File: src/rtl/muldiv_unit.sv
// Iterative unsigned multiply / divide / remainder unit: 32-cycle shift-add multiply and restoring divide.
// Build option MULDIV_FAST_MUL_EN replaces the shift-add multiply with a single-cycle combinational product.
module muldiv_unit (
    input  logic        clk,
    input  logic        rst,
    input  logic [12:0] instructions,
    input  logic [31:0] v1,
    input  logic [31:0] v2,
    input  logic        start,
    output logic [63:0] ALUoutput,
    output logic        busy,
    output logic        done
);

    typedef enum logic [1:0] {IDLE, MUL, DIV, FIN} state_t;
    typedef enum logic [1:0] {OP_MUL, OP_DIV, OP_REM} op_t;

    state_t      state;
    op_t         op;
    logic [31:0] op_a;
    logic [31:0] op_b;
    logic [63:0] acc;
    logic [5:0]  count;

    logic [2:0]  sel;
    logic        sel_valid;
    logic [32:0] mul_sum;
    logic [32:0] div_shift;
    logic [32:0] div_diff;
    logic        div_ge;
    logic        unused_ok;

    assign sel       = instructions[12:10];
    assign sel_valid = (sel == 3'b001) || (sel == 3'b010) || (sel == 3'b100);

    // acc holds {partial product, remaining multiplier} for mul and {remainder, quotient/dividend} for div
    always_comb begin
        mul_sum   = {1'b0, acc[63:32]} + {1'b0, (acc[0] ? op_a : 32'd0)};
        div_shift = {acc[63:32], acc[31]};
        div_diff  = div_shift - {1'b0, op_b};
        div_ge    = (div_shift >= {1'b0, op_b});
    end

    assign unused_ok = ^{instructions[9:0], div_diff[32], mul_sum};

    always_ff @(posedge clk or posedge rst) begin
        if (rst) begin
            state     <= IDLE;
            op        <= OP_MUL;
            op_a      <= '0;
            op_b      <= '0;
            acc       <= '0;
            count     <= '0;
            ALUoutput <= '0;
            busy      <= 1'b0;
            done      <= 1'b0;
        end else begin
            case (state)
                IDLE: begin
                    done <= 1'b0;
                    if (start && sel_valid) begin
                        op_a  <= v1;
                        op_b  <= v2;
                        count <= '0;
                        busy  <= 1'b1;
                        if (sel[0]) begin
                            op    <= OP_MUL;
                            acc   <= {32'd0, v2};
                            state <= MUL;
                        end else begin
                            op    <= sel[1] ? OP_DIV : OP_REM;
                            acc   <= {32'd0, v1};
                            state <= DIV;
                        end
                    end
                end

                MUL: begin
                    if (count == 6'd32) begin
                        ALUoutput <= acc;
                        done      <= 1'b1;
                        busy      <= 1'b0;
                        state     <= FIN;
                    end else begin
`ifdef MULDIV_FAST_MUL_EN
                        acc   <= {32'd0, op_a} * {32'd0, op_b};
                        count <= 6'd32;
`else
                        acc   <= {mul_sum, acc[31:1]};
                        count <= count + 6'd1;
`endif
                    end
                end

                DIV: begin
                    if (op_b == 32'd0) begin
                        ALUoutput <= (op == OP_REM) ? {32'hFFFF_FFFF, op_a}
                                                    : {op_a, 32'hFFFF_FFFF};
                        done      <= 1'b1;
                        busy      <= 1'b0;
                        state     <= FIN;
                    end else if (count == 6'd32) begin
                        ALUoutput <= (op == OP_REM) ? {acc[31:0], acc[63:32]} : acc;
                        done      <= 1'b1;
                        busy      <= 1'b0;
                        state     <= FIN;
                    end else begin
                        if (div_ge)
                            acc <= {div_diff[31:0], acc[30:0], 1'b1};
                        else
                            acc <= {div_shift[31:0], acc[30:0], 1'b0};
                        count <= count + 6'd1;
                    end
                end

                FIN: begin
                    done  <= 1'b0;
                    state <= IDLE;
                end

                default: state <= IDLE;
            endcase
        end
    end

endmodule

File: config.mk
export PLATFORM = sky130hd
export DESIGN_NAME = muldiv_unit
export DESIGN_NICKNAME = d
export VERILOG_FILES = /design/src/rtl/muldiv_unit.sv
export SDC_FILE = /design/constraint.sdc
export NUM_CORES = 1
export LEC_CHECK = 0
export CORE_ASPECT_RATIO = 0.5
export CORE_UTILIZATION = 30
export CTS_CLUSTER_DIAMETER = 100
export CTS_CLUSTER_SIZE = 24
export DETAILED_ROUTE_END_ITERATION = 8
export PLACE_DENSITY_LB_ADDON = 0.3
export SETUP_SLACK_MARGIN = 0.5
export SLEW_MARGIN = 20
export SYNTH_ARGS = -nofsm -noshare
export SYNTH_HDL_FRONTEND = slang
export SYNTH_SLANG_ARGS = --single-unit
export TNS_END_PERCENT = 1
File: constraint.sdc
create_clock -name clk -period 10.55 [get_ports clk]
set_input_delay 1.055 -clock clk [delete_from_list [all_inputs] [get_ports clk]]
set_output_delay 1.055 -clock clk [all_outputs]
set_load 0.02 [all_outputs]
Word-level counts from Yosys, hierarchy flattened
Cells that the tools add are included.
{ "totals": {"reg_bits": 204, "latchBits": 0, "ramBits": 0, "rom_bits": 0, "out_inout_bits": 66, "n_memories": 0} }
{ "classes": {"addsub": 3, "multipliers": 0, "n_div": 0, "order_cmp": 1, "n_eq_ne": 14, "shift": 0, "mux": 32, "n_bitwise": 0, "reduce_logical": 13} }
{ "op_table": {"columns": ["operator", "n"], "rows": [
  ["$mux 64", 10],
  ["$pmux 64 s3", 1],
  ["$pmux 64 s2", 1],
  ["$mux 32", 2],
  ["$add 32x32->33", 1],
  ["$ge 33x32->1", 1],
  ["$logic_not 32->1", 1],
  ["$sub 32x32->32", 1],
  ["$mux 6", 3],
  ["$pmux 6 s3", 1],
  ["$mux 2", 6],
  ["$ne 2x2->1 const B", 5],
  ["$pmux 2 s4", 1],
  ["$add 6x1->6 const B", 1],
  ["$eq 2x2->1 const B", 3],
  ["$eq 6x6->1 const B", 1],
  ["$pmux 1 s3", 2],
  ["$reduce_and 3->1", 2],
  ["$mux 1", 5],
  ["$reduce_and 5->1", 1],
  ["$reduce_and 2->1", 2],
  ["$eq 3x1->1 const B", 1],
  ["$eq 3x2->1 const B", 1],
  ["$eq 3x3->1 const B", 1],
  ["8 further kinds", 9]
]} }

Longest topological paths before layout
{ "depth": {"depth_word": 6, "mapped_depth": 15} }

Worst setup path after synthesis
Ideal clock, no wire load.
{ "synth_path": {"path_type": "register to register", "startpoint": "register acc[0]", "endpoint": "register acc[57]", "setup_time_ns": 0.126, "arrival_time_ns": 2.872, "path_slack_ns": 7.552, "path_stages_with_launch": 16, "n_path_buf": 2, "synth_period_minus_slack_ns": 2.998, "cell_sequence": "dfrtp_1 > clkbuf_1 > clkbuf_1 > and2_1 > ha_1 > inv_1 > fa_1 > nand2b_1 > a21o_1 > a211o_1 > nand2_1 > a211oi_2 > o21ai_1 > a21oi_1 > xnor2_1 > a221o_1"} }
{ "synth_via": {"elab_chain_len": 4} }
{ "synth_rtl": {"columns": ["item", "line_no", "rtl"], "rows": [
  ["start: declaration", "22", "logic [63:0] acc;"],
  ["start signal: assignment", "68", "acc <= {32'd0, v2};"],
  ["start signal: assignment", "72", "acc <= {32'd0, v1};"],
  ["start signal: assignment", "89", "acc <= {mul_sum, acc[31:1]};"],
  ["$mux 32", "38", "mul_sum = {1'b0, acc[63:32]} + {1'b0, (acc[0] ? op_a : 32'd0)};"],
  ["$add 32x32->33", "38", null],
  ["$mux 64", "79", "if (count == 6'd32) begin"],
  ["$pmux 64 s3", "58", "case (state)"]
]} }
No other way between the ends. The select of a mux whose other input is x is not followed.
A chain may end at the register's enable or synchronous reset.

Worst setup path after layout
{ "layout_path": {"startpoint": "register op_b[16]", "endpoint": "register acc[46]"} }
{ "layout_via": {"elab_chain_len": 5} }
{ "layout_rtl": {"columns": ["item", "line_no", "rtl"], "rows": [
  ["start: declaration", "21", "logic [31:0] op_b;"],
  ["start signal: assignment", "63", "op_b <= v2;"],
  ["$ge 33x32->1", "41", "div_ge = (div_shift >= {1'b0, op_b});"],
  ["$mux 64", "108", "if (div_ge)"],
  ["$mux 64", "102", "end else if (count == 6'd32) begin"],
  ["$mux 64", "96", "if (op_b == 32'd0) begin"],
  ["$pmux 64 s3", "58", null],
  ["end signal: assignment", "68", null],
  ["end signal: assignment", "109", "acc <= {div_diff[31:0], acc[30:0], 1'b1};"],
  ["end signal: assignment", "111", "acc <= {div_shift[31:0], acc[30:0], 1'b0};"]
]} }
Parallel ways exist; a longest one is shown, timed or not. The select of a mux whose other input is x is not followed.

==> flow_metrics.py <==
metrics = {
    "run_status": {
        "status": "finished clean",
    },
    "timing": {
        "max_freq_ghz": 0.220,
        "slew_headroom_pct": 28.7,
        "worst_pin_slew_ns": 1.07,
        "report.final.hold_viol_count": 0,
        "tns_ns": 0,
        "rsz0062_at_grt": "no",
        "fin_crit_sh_pct": 43.0,
        "fin_skew_ns": 0.0187,
        "maxSlewViolCount": 0,
        "finalSetupViolCount": 0,
        "period_minus_slack_ns": 4.54,
    },
    "layout": {
        "syn2layout_area_growth_pct": 15.9,
        "mostFrequentLayoutCell": "nand2_1",
        "final_nets": 1812,
        "mostFrequentLayoutCells": "nand2_1 (237), o21ai_0 (211), dfrtp_1 (204)",
        "fin_cells": 2289,
        "drive_gt1_share_pct": 11.2,
        "antenna_cells": 0,
    },
    "floorplan": {
        "core_area_um2": 45700,
        "dieWidth_um": 308,
        "start_util_pct": 30.7,
        "io_pins": 146,
        "die_area_um2": 47700,
        "die_y_um": 155,
        "rows": 55,
    },
    "worst_hold_path": {
        "holdCritPathClass": "reg -> reg",
        "min_path_cells": 2,
        "hold_start": "op[1]",
    },
    "critical_path": {
        "crit_type": "reg -> reg",
        "r2r-start": "op_b[16]",
        "critical_path_arrival_ns": 4.87,
        "path_max_fanout": 21,
        "worst_r2r_path_depth": 12,
        "startpoint_type": "register",
        "critical_path.startpoint": "op_b[16]",
        "crit_required_ns": 10.89,
        "crit_path_end_kind": "register",
    },
    "clocking": {
        "tritoncts": "done",
        "cts_num_sinks": 204,
        "cts_buffer_depth": 3,
        "hold_buffers": 0,
        "clk_pin_slew_ns": 0.11,
        "cts_max_level": 1,
        "cts_made_buffers": 12,
        "insertion_delay_ns": 0.49,
        "cts_setup_buffers": 0,
        "ctsResizeCount": 0,
        "cts_root_buf": "clkbuf_16",
    },
    "route": {
        "wl_per_cell_um": 21.5,
        "drc": 0,
        "wl_mm": 49.2,
        "postRouteAntennaNets": 0,
        "drt_iter0_drc": 1114,
        "viasPerCell": 5.52,
        "vias": 12600,
        "first_pass_iters": 7,
    },
    "power": {
        "p_leak_uw": 0.00677,
        "ir_drop_mv": 0.157,
        "p_per_area_nw_per_um2": 269,
    },
    "logic_synthesis": {
        "seq_area_frac_synth_pct": 36.4,
        "syn_inst": 1596,
        "syn_area_um2": 14000,
        "synth-edff-count": 0,
        "synth.distinct_cells": 73,
        "async_reset_ff_share_pct": 100,
        "synth_flop_cell": "dfrtp_1",
        "yosysWarnings": 0,
        "synth.avg_cell_area_um2": 8.79,
        "syn-num-nets": 1748,
        "ys_ff_latch": 204,
    },
    "run": {
        "drv_cap": 0,
    },
    "global_routing": {
        "grt_util_all_layers_pct": 20.4,
        "grt_pass1_wl_mm": 75.0,
        "grt_max_degree": 93,
        "antenna_found_initial": 2,
        "grt_pass1_vias": 11900,
        "grt.overflow.total": 0,
    },
    "place": {
        "dp.cells": 2273,
        "io_buffers": 135,
        "gp_congestion": 0.936,
        "dp_hpwl_mm": 35.9,
    },
}
power by group:
group / switching (µW) / total (µW) / internal (µW)
logic: 1450 / 2420 / 964
registers: 377 / 1450 / 1070
clock network: 286 / 520 / 234
registers in the layout, summed over array words and instances, names as in the netlist:
register,count
busy,1
count,6
state,2
op_a,32
op,2
done,1
ALUoutput,64
op_b,32
acc,64
stage by stage:
stage               hold slack, ns  worst slack (ns)  power (µW)  utilization [%]  instance area (µm²)
global route                 0.524              5.68        4680             35.6                16300
detailed placement           0.459              6.20        3820             34.8                15900
floorplan                    0.441              3.93        2990                -                14000
finish                       0.478              6.01        4390             35.6                16300
global placement             0.455              6.24        3800             34.8                15900
CTS                          0.482              6.15        4350             35.6                16300
cell usage after synthesis, types with 16 or more instances:
cell type  number  area (µm²)
a21o_1         25         188
a21oi_1        72         360
a22oi_1        47         353
and2_1         36         225
buf_1          16        60.1
clkbuf_1       69         259
dfrtp_1       204        5100
ha_1           70         876
inv_1          64         240
mux2_2        127        1430
mux2i_1        18         180
nand2_1       239         897
nand3_1        20         100
nor2_1         41         154
o21ai_0       212        1060
o21ai_1        18        90.1
o22ai_1        67         419
xnor2_1        37         324
xor2_1         22         193
kinds of logic (layout without fill, tap and decap cells):
logic type,Yosys count,after routing,share of synthesized area [%]
XOR/XNOR,59,59,3.68
adder cells (fa/ha/maj),72,72,6.53
flip-flops,204,204,36.4
AND/OR/NAND/NOR,410,410,13.3
AO/OA/AOI/OAI,539,539,23.7
buffers and inverters,165,231,4.78
multiplexers,147,147,11.6
layout make-up:
class / count / area (µm²)
Clock inverter: 1 / 11.3
Sequential cell: 204 / 5100
Timing Repair Buffer: 151 / 1470
Clock buffer: 15 / 343
Fill cell: 4711 / 29400
Inverter: 64 / 248
Multi-Input combinational cell: 1227 / 8320
Tap cell: 627 / 785
critical path: stages (launching register included):
cell and delay, ns:
dfrtp_1 0.51, inv_1 0.08, ha_1 0.43, nand3_1 0.31, nor4_1 0.82, nand4_1 0.27
nand2_1 0.19, o32ai_1 0.12, a21oi_4 0.51, buf_4 0.43, mux2_1 0.40, a22oi_1 0.20
o22ai_1 0.09
layer usage:
layer | vias to the layer above | routed length [µm] | global-route usage [%]
met5 | - | 9 | 0
met4 | 2 | 964 | 4.24
met3 | 50 | 3950 | 4.50
met2 | 445 | 19900 | 29.1
met1 | 6214 | 24300 | 30.8
li1 | 5919 | - | -
final timing paths:
| path | to | slack (ns) |
|---|---|---|
| setup / recovery | acc[46] | 6.01 |
| hold / removal | op[1] | 0.48 |
| setup reg to reg | acc[46] | 6.01 |
| hold reg to reg | op[1] | 0.48 |
| max in group asynchronous | count[5] | 7.49 |
| min in group asynchronous | op_b[15] | 1.03 |
No activity file was read; power rests on OpenSTA's default activity.
